[src/rtl/pipeline_issue_ctrl_if.sv]
// Fetch-to-issue bundle for the complex-ALU pipeline: instruction handshake in, issue registers out.
// The fetch side owns the master modport; the issue controller owns the slave modport.
interface pipeline_issue_ctrl_if #(
  parameter int AW = 5
);
  logic          in_valid;
  logic          in_ready;
  logic [1:0]    in_op;
  logic [AW-1:0] in_waddr;
  logic [AW-1:0] in_raddr1;
  logic [AW-1:0] in_raddr2;

  logic          iss_valid;
  logic [1:0]    iss_op;
  logic [AW-1:0] iss_waddr;
  logic [AW-1:0] iss_raddr1;
  logic [AW-1:0] iss_raddr2;

  modport master (
    output in_valid, in_op, in_waddr, in_raddr1, in_raddr2,
    input  in_ready, iss_valid, iss_op, iss_waddr, iss_raddr1, iss_raddr2
  );

  modport slave (
    input  in_valid, in_op, in_waddr, in_raddr1, in_raddr2,
    output in_ready, iss_valid, iss_op, iss_waddr, iss_raddr1, iss_raddr2
  );
endinterface

[src/rtl/pipeline_issue_ctrl.sv]
// Issue scheduler for the 3-stage complex-ALU pipeline: RAW hazard detection against a
// shift-register scoreboard of in-flight destinations, bubble insertion and issue/stall statistics.
module pipeline_issue_ctrl #(
  parameter int HAZ_WIN = 3,
  parameter int AW      = 5,
  parameter int CNT_W   = 16
) (
  input  logic                 clk,
  input  logic                 rst,
  input  logic                 en,
  input  logic                 flush,
  pipeline_issue_ctrl_if.slave io,
  output logic                 busy,
  output logic [CNT_W-1:0]     issue_cnt,
  output logic [CNT_W-1:0]     stall_cnt
);

  function automatic logic [CNT_W-1:0] sat_inc(input logic [CNT_W-1:0] cnt);
    return (&cnt) ? cnt : cnt + {{(CNT_W-1){1'b0}}, 1'b1};
  endfunction

  logic [HAZ_WIN-1:0] sb_v_q, sb_v_d;
  logic [AW-1:0]      sb_addr_q [HAZ_WIN];
  logic [AW-1:0]      sb_addr_d [HAZ_WIN];

  logic               iss_valid_q, iss_valid_d;
  logic [1:0]         iss_op_q, iss_op_d;
  logic [AW-1:0]      iss_waddr_q, iss_waddr_d;
  logic [AW-1:0]      iss_raddr1_q, iss_raddr1_d;
  logic [AW-1:0]      iss_raddr2_q, iss_raddr2_d;
  logic [CNT_W-1:0]   issue_cnt_q, issue_cnt_d;
  logic [CNT_W-1:0]   stall_cnt_q, stall_cnt_d;

  logic               hazard_s;
  logic               accept_s;
  logic               stall_evt_s;

  // Only older instructions live in the scoreboard, so a self reference can never match.
  always_comb begin
    hazard_s = 1'b0;
    for (int k = 0; k < HAZ_WIN; k++) begin
      hazard_s = hazard_s | (sb_v_q[k] & ((sb_addr_q[k] == io.in_raddr1) |
                                          (sb_addr_q[k] == io.in_raddr2)));
    end
    hazard_s    = hazard_s & io.in_valid;
    io.in_ready = en & ~flush & ~hazard_s & ~rst;
    accept_s    = io.in_valid & io.in_ready;
    stall_evt_s = io.in_valid & en & ~flush & hazard_s;
  end

  // Scoreboard shift; flush kills every in-flight entry (accept is already blocked by flush).
  always_comb begin
    sb_v_d       = {HAZ_WIN{1'b0}};
    sb_v_d[0]    = accept_s;
    sb_addr_d[0] = accept_s ? io.in_waddr : {AW{1'b0}};
    for (int k = 1; k < HAZ_WIN; k++) begin
      sb_v_d[k]    = sb_v_q[k-1] & ~flush;
      sb_addr_d[k] = sb_addr_q[k-1];
    end
  end

  // Issue register loads on accept, otherwise emits a bubble while holding the last fields.
  always_comb begin
    iss_valid_d  = accept_s;
    iss_op_d     = accept_s ? io.in_op     : iss_op_q;
    iss_waddr_d  = accept_s ? io.in_waddr  : iss_waddr_q;
    iss_raddr1_d = accept_s ? io.in_raddr1 : iss_raddr1_q;
    iss_raddr2_d = accept_s ? io.in_raddr2 : iss_raddr2_q;
    issue_cnt_d  = accept_s    ? sat_inc(issue_cnt_q) : issue_cnt_q;
    stall_cnt_d  = stall_evt_s ? sat_inc(stall_cnt_q) : stall_cnt_q;
  end

  // State registers.
  always_ff @(posedge clk or posedge rst) begin
    if (rst) begin
      sb_v_q       <= {HAZ_WIN{1'b0}};
      for (int k = 0; k < HAZ_WIN; k++) begin
        sb_addr_q[k] <= {AW{1'b0}};
      end
      iss_valid_q  <= 1'b0;
      iss_op_q     <= 2'b00;
      iss_waddr_q  <= {AW{1'b0}};
      iss_raddr1_q <= {AW{1'b0}};
      iss_raddr2_q <= {AW{1'b0}};
      issue_cnt_q  <= {CNT_W{1'b0}};
      stall_cnt_q  <= {CNT_W{1'b0}};
    end else begin
      sb_v_q       <= sb_v_d;
      for (int k = 0; k < HAZ_WIN; k++) begin
        sb_addr_q[k] <= sb_addr_d[k];
      end
      iss_valid_q  <= iss_valid_d;
      iss_op_q     <= iss_op_d;
      iss_waddr_q  <= iss_waddr_d;
      iss_raddr1_q <= iss_raddr1_d;
      iss_raddr2_q <= iss_raddr2_d;
      issue_cnt_q  <= issue_cnt_d;
      stall_cnt_q  <= stall_cnt_d;
    end
  end

  assign io.iss_valid  = iss_valid_q;
  assign io.iss_op     = iss_op_q;
  assign io.iss_waddr  = iss_waddr_q;
  assign io.iss_raddr1 = iss_raddr1_q;
  assign io.iss_raddr2 = iss_raddr2_q;
  assign busy          = |sb_v_q;
  assign issue_cnt     = issue_cnt_q;
  assign stall_cnt     = stall_cnt_q;

endmodule

[src/flat_wrapper.sv]
// flat-port wrapper written by rule: the top's interface ports become plain ports
module pipeline_issue_ctrl_flat 
#(
  parameter int HAZ_WIN = 3,
  parameter int AW      = 5,
  parameter int CNT_W   = 16
)
  (clk, rst, en, flush, busy, issue_cnt, stall_cnt, io_in_valid, io_in_op, io_in_waddr, io_in_raddr1, io_in_raddr2, io_in_ready, io_iss_valid, io_iss_op, io_iss_waddr, io_iss_raddr1, io_iss_raddr2);
  pipeline_issue_ctrl_if #(.AW(AW)) io_i ();
  input  logic clk;
  input  logic rst;
  input  logic en;
  input  logic flush;
  output logic busy;
  output logic [CNT_W-1:0] issue_cnt;
  output logic [CNT_W-1:0] stall_cnt;
  input wire logic [$bits(io_i.in_valid)-1:0] io_in_valid;
  input wire logic [$bits(io_i.in_op)-1:0] io_in_op;
  input wire logic [$bits(io_i.in_waddr)-1:0] io_in_waddr;
  input wire logic [$bits(io_i.in_raddr1)-1:0] io_in_raddr1;
  input wire logic [$bits(io_i.in_raddr2)-1:0] io_in_raddr2;
  output wire logic [$bits(io_i.in_ready)-1:0] io_in_ready;
  output wire logic [$bits(io_i.iss_valid)-1:0] io_iss_valid;
  output wire logic [$bits(io_i.iss_op)-1:0] io_iss_op;
  output wire logic [$bits(io_i.iss_waddr)-1:0] io_iss_waddr;
  output wire logic [$bits(io_i.iss_raddr1)-1:0] io_iss_raddr1;
  output wire logic [$bits(io_i.iss_raddr2)-1:0] io_iss_raddr2;
  assign io_i.in_valid = io_in_valid;
  assign io_i.in_op = io_in_op;
  assign io_i.in_waddr = io_in_waddr;
  assign io_i.in_raddr1 = io_in_raddr1;
  assign io_i.in_raddr2 = io_in_raddr2;
  assign io_in_ready = io_i.in_ready;
  assign io_iss_valid = io_i.iss_valid;
  assign io_iss_op = io_i.iss_op;
  assign io_iss_waddr = io_i.iss_waddr;
  assign io_iss_raddr1 = io_i.iss_raddr1;
  assign io_iss_raddr2 = io_i.iss_raddr2;
  pipeline_issue_ctrl #(.HAZ_WIN(HAZ_WIN), .AW(AW), .CNT_W(CNT_W)) u_core (.clk(clk), .rst(rst), .en(en), .flush(flush), .io(io_i), .busy(busy), .issue_cnt(issue_cnt), .stall_cnt(stall_cnt));
endmodule
[config.mk]
export PLATFORM = sky130hd
export DESIGN_NAME = pipeline_issue_ctrl_flat
export DESIGN_NICKNAME = d
export VERILOG_FILES = /design/src/rtl/pipeline_issue_ctrl_if.sv /design/src/rtl/pipeline_issue_ctrl.sv /design/src/flat_wrapper.sv
export SDC_FILE = /design/constraint.sdc
export NUM_CORES = 1
export LEC_CHECK = 0
export CORE_MARGIN = 3
export CORE_UTILIZATION = 40
export CTS_BUF_LIST = sky130_fd_sc_hd__clkbuf_8 sky130_fd_sc_hd__clkbuf_16
export CTS_CLUSTER_DIAMETER = 40
export DETAILED_ROUTE_END_ITERATION = 7
export GPL_TIMING_DRIVEN = 0
export PLACE_DENSITY = 0.67
export SLEW_MARGIN = 15
export SYNTH_ARGS = -nofsm -noshare
export SYNTH_HDL_FRONTEND = slang
export SYNTH_SLANG_ARGS = --single-unit
export TNS_END_PERCENT = 30
[constraint.sdc]
create_clock -name clk -period 8.5 [get_ports clk]
set_clock_uncertainty 0.2 [all_clocks]
set_input_delay 1.7 -clock clk [delete_from_list [all_inputs] [get_ports clk]]
set_output_delay 1.7 -clock clk [all_outputs]
set_load 0.05 [all_outputs]
==> qor.csv, run 1 <==
metric,value,unit
outcome,finished clean,
Synthesis Warnings,0,
max-cap violation count,0,
power density cells,202.5,mW/mm^2
IO Count,74,
leading area contributor after synthesis,dfrtp_1,
# diodes,0,
Initial Utilization,41.37,%
"FFs w/ async S/R, synth",100.0,%
Final ANT Viol Nets,0,
WS Path Type,in -> out,
crit-path max FO,4,
Mapped Area,0.003017,sq mm
IO buf count,73,
Placer Congestion,0.7799,
global-route usage over all layers,16.17,%
Mean Syn Cell Area,12.21,sq um
post-synthesis mux area share,7.466,%
final setup TNS,0,ns
RSZ-0062 raised after global routing,no,
final wirelength,6377,um
slew margin rel.,58.27,%
clk buf depth,2,
main flop type after synthesis,dfrtp_1,
post-synth top area share,55.58,%
row count,31,
first-pass GRT wire length,11040,um
Final HPWL DP,4722,um
Worst-Margin Slew,0.6213,ns
CP Capture Type,output pin,
# fillers,690,
vias per cell,4.830,
leakage,1.838,nW
per-cell routed wire length,14.63,um
Hold Crit Class,reg -> reg,
DRC violations left,0,
clk root buf,clkbuf_8,
via count,2106,
Num CTS Buffers,9,
Die Span Y,92.84,um
Post-synth EDFFs,0,
Post-Synth Adder-Cell Area,0.8295,%
"top cells by area, synth","dfrtp_1 56%, xor2_1 10%, mux2_2 7.1%, xnor2_1 6.7%, nand3_1 2.8%",
register area share after synthesis,55.58,%
"Hold-fix buffers, CTS",0,
post-cts sizing count,0,
initial antenna violation count,0,
Post-CTS Setup Repair Bufs,0,
Pins Over Slew Limit,0,
clk sinks,67,
"Clk pin slew, worst setup/hold paths",0.07,ns
vias in the first global route,2249,
part of the cycle the worst path needs,71.24,%
crit path DAT,4.16,ns
DR pass1 iterations,4,
largest family of logic cells by synthesized area,XOR/XNOR gates,
Final Non-Filler Cells,436,
H-tree Lvls,3,
Die ar.,0.008619,sq mm
Worst EP required,6.60,ns
GRT overflow,0,
final setup violating endpoints,0,
Simple-Gate Fraction of Synth Area,16.59,%
clock latency on the worst-skew pair,0.33,ns
Tot Pwr,0.8250,mW
Syn Nets,271,
Seq cells post-synth,67,
fmax,0.1651,GHz
largest net degree at the start of global routing,43,
Reg area,0.001677,sq mm
most frequent cells in the layout,"73 x clkdlybuf4s50_1, 67 x dfrtp_1, 35 x xor2_1, 23 x xnor2_1, 19 x mux2_2",
Peak VDD IR,0.1686,mV
final net count,356,
final hold violation count,0,
core area,0.007292,sq mm
Placed Instances,420,
Synth Area in Compound Gates,0.9954,%
CTS tree,built,
final critical-path required period,6.056,ns
Placed Instance Area,0.003894,sq mm
1st-iter DRT viols,46,
Place WS,2.451,ns
"most common cell after layout, fill and taps aside",clkdlybuf4s50_1,
Synth-to-Final Area Change,35.05,%
XOR/XNOR share of the synthesized area,16.84,%
fin worst setup slack,2.444,ns
share of layout cells above drive strength 1,13.06,%
Unique masters post-synth,30,
post-route cell area,0.004074,sq mm
element type at the critical path start,input pin,
cells after synthesis,247,
Die W,92.84,um
footprint of the multi-input gates,0.001289,sq mm
-- synthesized netlist by cell type, types with 2 or more instances --
library cell  count
and2_1            9
and3_1            8
buf_2             2
buf_4             2
dfrtp_1          67
ha_1              2
inv_1             7
mux2_2           19
nand2_1           8
nand3_1          17
nand4_1           8
nor2_1            7
nor2b_1           3
nor3_1            6
nor4_1            9
o21ai_0           2
or3_1             2
xnor2_1          23
xor2_1           35
-- final cells by class --
type                            count  area share [%]
Clock buffer                       11           3.716
Sequential cell                    67           41.15
Multi-Input combinational cell    169           31.63
Inverter                            7          0.7064
Tap cell                           99           3.041
Clock inverter                      5          0.7064
Timing Repair Buffer               74           18.43
Buffer                              4          0.6143
-- worst max-delay path, stage by stage --
cell	delay, ns
clkdlybuf4s50_1	0.54
xor2_1	0.22
nor4_1	0.34
nand3_1	0.20
nand4_4	0.18
o21ai_0	0.10
and4b_1	0.19
clkdlybuf4s50_1	0.69
-- per-layer routing --
layer  GRT usage (%)  routed length [um]  vias up
li1                -                   -     1027
met1           21.28                2990     1028
met2           26.39                3038       42
met3           3.331                 271        9
met4           5.861                  77        0
met5               0                   0        -
-- state kept, by name, indices dropped and copies added (netlist names) --
signal,count
u_core.io.iss_op,2
u_core.stall_cnt,16
u_core.issue_cnt,16
u_core.sb_addr_d,10
u_core.sb_addr_q,5
u_core.io.iss_raddr2,5
u_core.io.iss_waddr,5
u_core.sb_v_q,3
u_core.io.iss_raddr1,5
-- through the flow --
step / hold WS, ns / util [%]
finish: 0.2319 / 55.87
global route: 0.2484 / 55.87
CTS: 0.2352 / 55.87
detailed placement: 0.2202 / 53.40
global placement: 0.2146 / 53.09
floorplan: 0.2084 / -
-- worst paths after layout --
check,slack (ns),end,cells after the start,start
setup / recovery,2.44,io_in_ready,8,io_in_raddr1[0]
hold / removal,0.23,u_core.sb_addr_q[4],0,u_core.sb_addr_d[4]
setup reg to reg,5.98,u_core.issue_cnt[15],9,u_core.issue_cnt[0]
hold reg to reg,0.23,u_core.sb_addr_q[4],0,u_core.sb_addr_d[4]
max in group asynchronous,5.98,u_core.issue_cnt[1],3,rst
min in group asynchronous,1.59,u_core.sb_addr_q[1],2,rst
-- cell families (layout without fill, tap and decap cells) --
logic type	count (synthesis)	count (layout)
xor gates and xnor gates	58	58
buffers and inverters	11	101
adders and majority gates	2	2
AOI/OAI and AO/OA	5	5
and+or+nand+nor	84	84
DFF	67	67
muxes	20	20
-- where the power goes --
part,internal [mW],switching [mW],total [mW]
registers,0.347,0.0205,0.367
clock network,0.120,0.120,0.239
logic,0.0812,0.137,0.218
total,0.547,0.278,0.825
Power figures use the tool's default switching activity.
==> inputs of run 2 (changes only) <==
Settings changed: PLACE_DENSITY 0.67 to 0.69.
Clock period 8.5 ns to 4.9 ns, I/O delays scaled along.
==> run 2 against run 1 <==
Sequential cell count unchanged; power rose by 78%; clock power is 90% higher; non-clock buffer count unchanged; sequential power grew 74%; register-to-register slack worse by 3.6 ns; first-iteration DRC count grew 78%; design area rose by 0.52%; hold slack improved by 0.0017 ns; setup slack lost 2.1 ns; die area stayed put; utilization increased by 0.29 points; largest cell class unchanged.
==> qor.csv, run 2 (same netlist as run 1, synthesis figures left out) <==
metric,value,unit
leakage,1.857,nW
Peak VDD IR,0.3729,mV
clk root buf,clkbuf_8,
Initial Utilization,41.37,%
fmax,0.2191,GHz
final wirelength,6517,um
GRT overflow,0,
# diodes,0,
CP bufs+invs,2,
DR pass1 iterations,4,
Worst-Margin Slew,0.6244,ns
FF-to-FF End,u_core.io.iss_waddr[2],
max-cap violation count,0,
slowest CP cell,clkdlybuf4s50_1,
switching power share of the total,32.08,%
final setup violating endpoints,0,
WS Path Type,in -> out,
"Clk pin slew, worst setup/hold paths",0.07,ns
CTS tree,built,
Placer Congestion,0.7983,
Final Non-Filler Cells,435,
power density cells,359.1,mW/mm^2
CP top delay family,buffers and inverters,
via count,2106,
core area,0.007292,sq mm
post-route cell area,0.004095,sq mm
cell mode on critical path,clkdlybuf4s50_1,
Die W,92.84,um
most used routing layer,met2,
Final HPWL DP,4746,um
Synth-to-Final Area Change,35.75,%
largest net degree at the start of global routing,49,
1st-iter DRT viols,82,
Final ANT Viol Nets,0,
Reg2Reg Setup Slack,2.36,ns
Sequential Power Share,43.3,%
"most common cell after layout, fill and taps aside",clkdlybuf4s50_1,
Worst Hold Path Cells,0,
post-cts sizing count,0,
crit-path max FO,4,
Pins Over Slew Limit,0,
DRC violations left,0,
vias per cell,4.841,
most frequent cells in the layout,"73 x clkdlybuf4s50_1, 67 x dfrtp_1, 35 x xor2_1, 23 x xnor2_1, 19 x mux2_2",
IO Count,74,
slew margin rel.,58.06,%
final hold violation count,0,
Clk pwr share,30.8,%
Placed Instances,420,
min-delay src,u_core.sb_addr_d[1],
clk sinks,67,
GRT met3 Usage,4.549,%
final critical-path required period,4.564,ns
internal power,0.9987,mW
Hold Crit Class,reg -> reg,
row count,31,
Gate power share,25.9,%
per-cell routed wire length,14.98,um
CP Capture Type,output pin,
final net count,356,
clock latency on the worst-skew pair,0.34,ns
initial antenna violation count,0,
first-pass GRT wire length,11130,um
Placed Instance Area,0.003901,sq mm
crit path DAT,3.38,ns
vias in the first global route,2265,
CP max stage delay,0.70,ns
part of the cycle the worst path needs,93.15,%
Die Span Y,92.84,um
Worst EP required,3.72,ns
share of layout cells above drive strength 1,12.50,%
NetSw,0.4717,mW
clk buf depth,2,
element type at the critical path start,input pin,
RSZ-0062 raised after global routing,no,
Reg-to-Reg Start,u_core.sb_addr_d[4],
depth of the worst register-to-register path,7,
IO buf count,73,
crit-path cells,"clkdlybuf4s50_1, xor2_1, nor4_1, nand3_1, nand2_1, o21ai_0, and4b_1, clkdlybuf4s50_1",
H-tree Lvls,3,
met1 usage,20.95,%
Num CTS Buffers,9,
met2 Track Usage GR,26.21,%
"Hold-fix buffers, CTS",0,
Post-CTS Setup Repair Bufs,0,
Die ar.,0.008619,sq mm
WHS Endpoint,u_core.sb_addr_q[1],
global-route usage over all layers,16.50,%
outcome,finished clean,
==> run 2: routing by layer <==
layer | wire length, um | vias up
li1 | - | 1019
met1 | 2922 | 1030
met5 | 0 | -
met3 | 291 | 10
met4 | 102 | 0
met2 | 3200 | 47
==> run 2: metrics by stage <==
stage | setup WS (ns) | hold slack, ns | util, % | TNS, ns | total power [mW]
CTS | 0.3107 | 0.2298 | 56.16 | 0 | 1.491
global placement | -0.9920 | 0.2137 | 53.09 | -0.9920 | 1.024
detailed placement | 0.3116 | 0.2217 | 53.50 | 0 | 1.031
global route | 0.1088 | 0.2479 | 56.16 | 0 | 1.540
finish | 0.3356 | 0.2336 | 56.16 | 0 | 1.470
floorplan | 0.6093 | 0.2084 | - | 0 | 0.8847
==> run 2: power groups by stage <==
stage	clock (mW)	combinational (mW)	sequential (mW)
CTS	0.468	0.385	0.638
detailed placement	0	0.384	0.647
global route	0.491	0.402	0.647
finish	0.453	0.380	0.637
floorplan	0	0.0773	0.807
global placement	0	0.378	0.646
==> run 2: worst max path at each step <==
stage                     from           to  slack [ns]  depth (start not counted)
3_3_place_gp               rst  io_in_ready       -0.99                          4
5_1_grt        io_in_raddr1[0]  io_in_ready        0.11                          8
2_1_floorplan              rst  io_in_ready        0.61                          2
3_5_place_dp   io_in_raddr1[3]  io_in_ready        0.31                          8
4_1_cts        io_in_raddr1[3]  io_in_ready        0.31                          8
6_report       io_in_raddr1[0]  io_in_ready        0.34                          8
==> run 2: layout make-up <==
class / count / area [sq um]
clock inverter: 4 / 42.54
buffer: 4 / 25.02
multi-input combinational: 169 / 1289
inverter: 7 / 28.78
timing repair buffer: 74 / 758.2
tap: 99 / 123.9
sequential: 67 / 1677
fill: 666 / 3197
clock buffer: 11 / 151.4
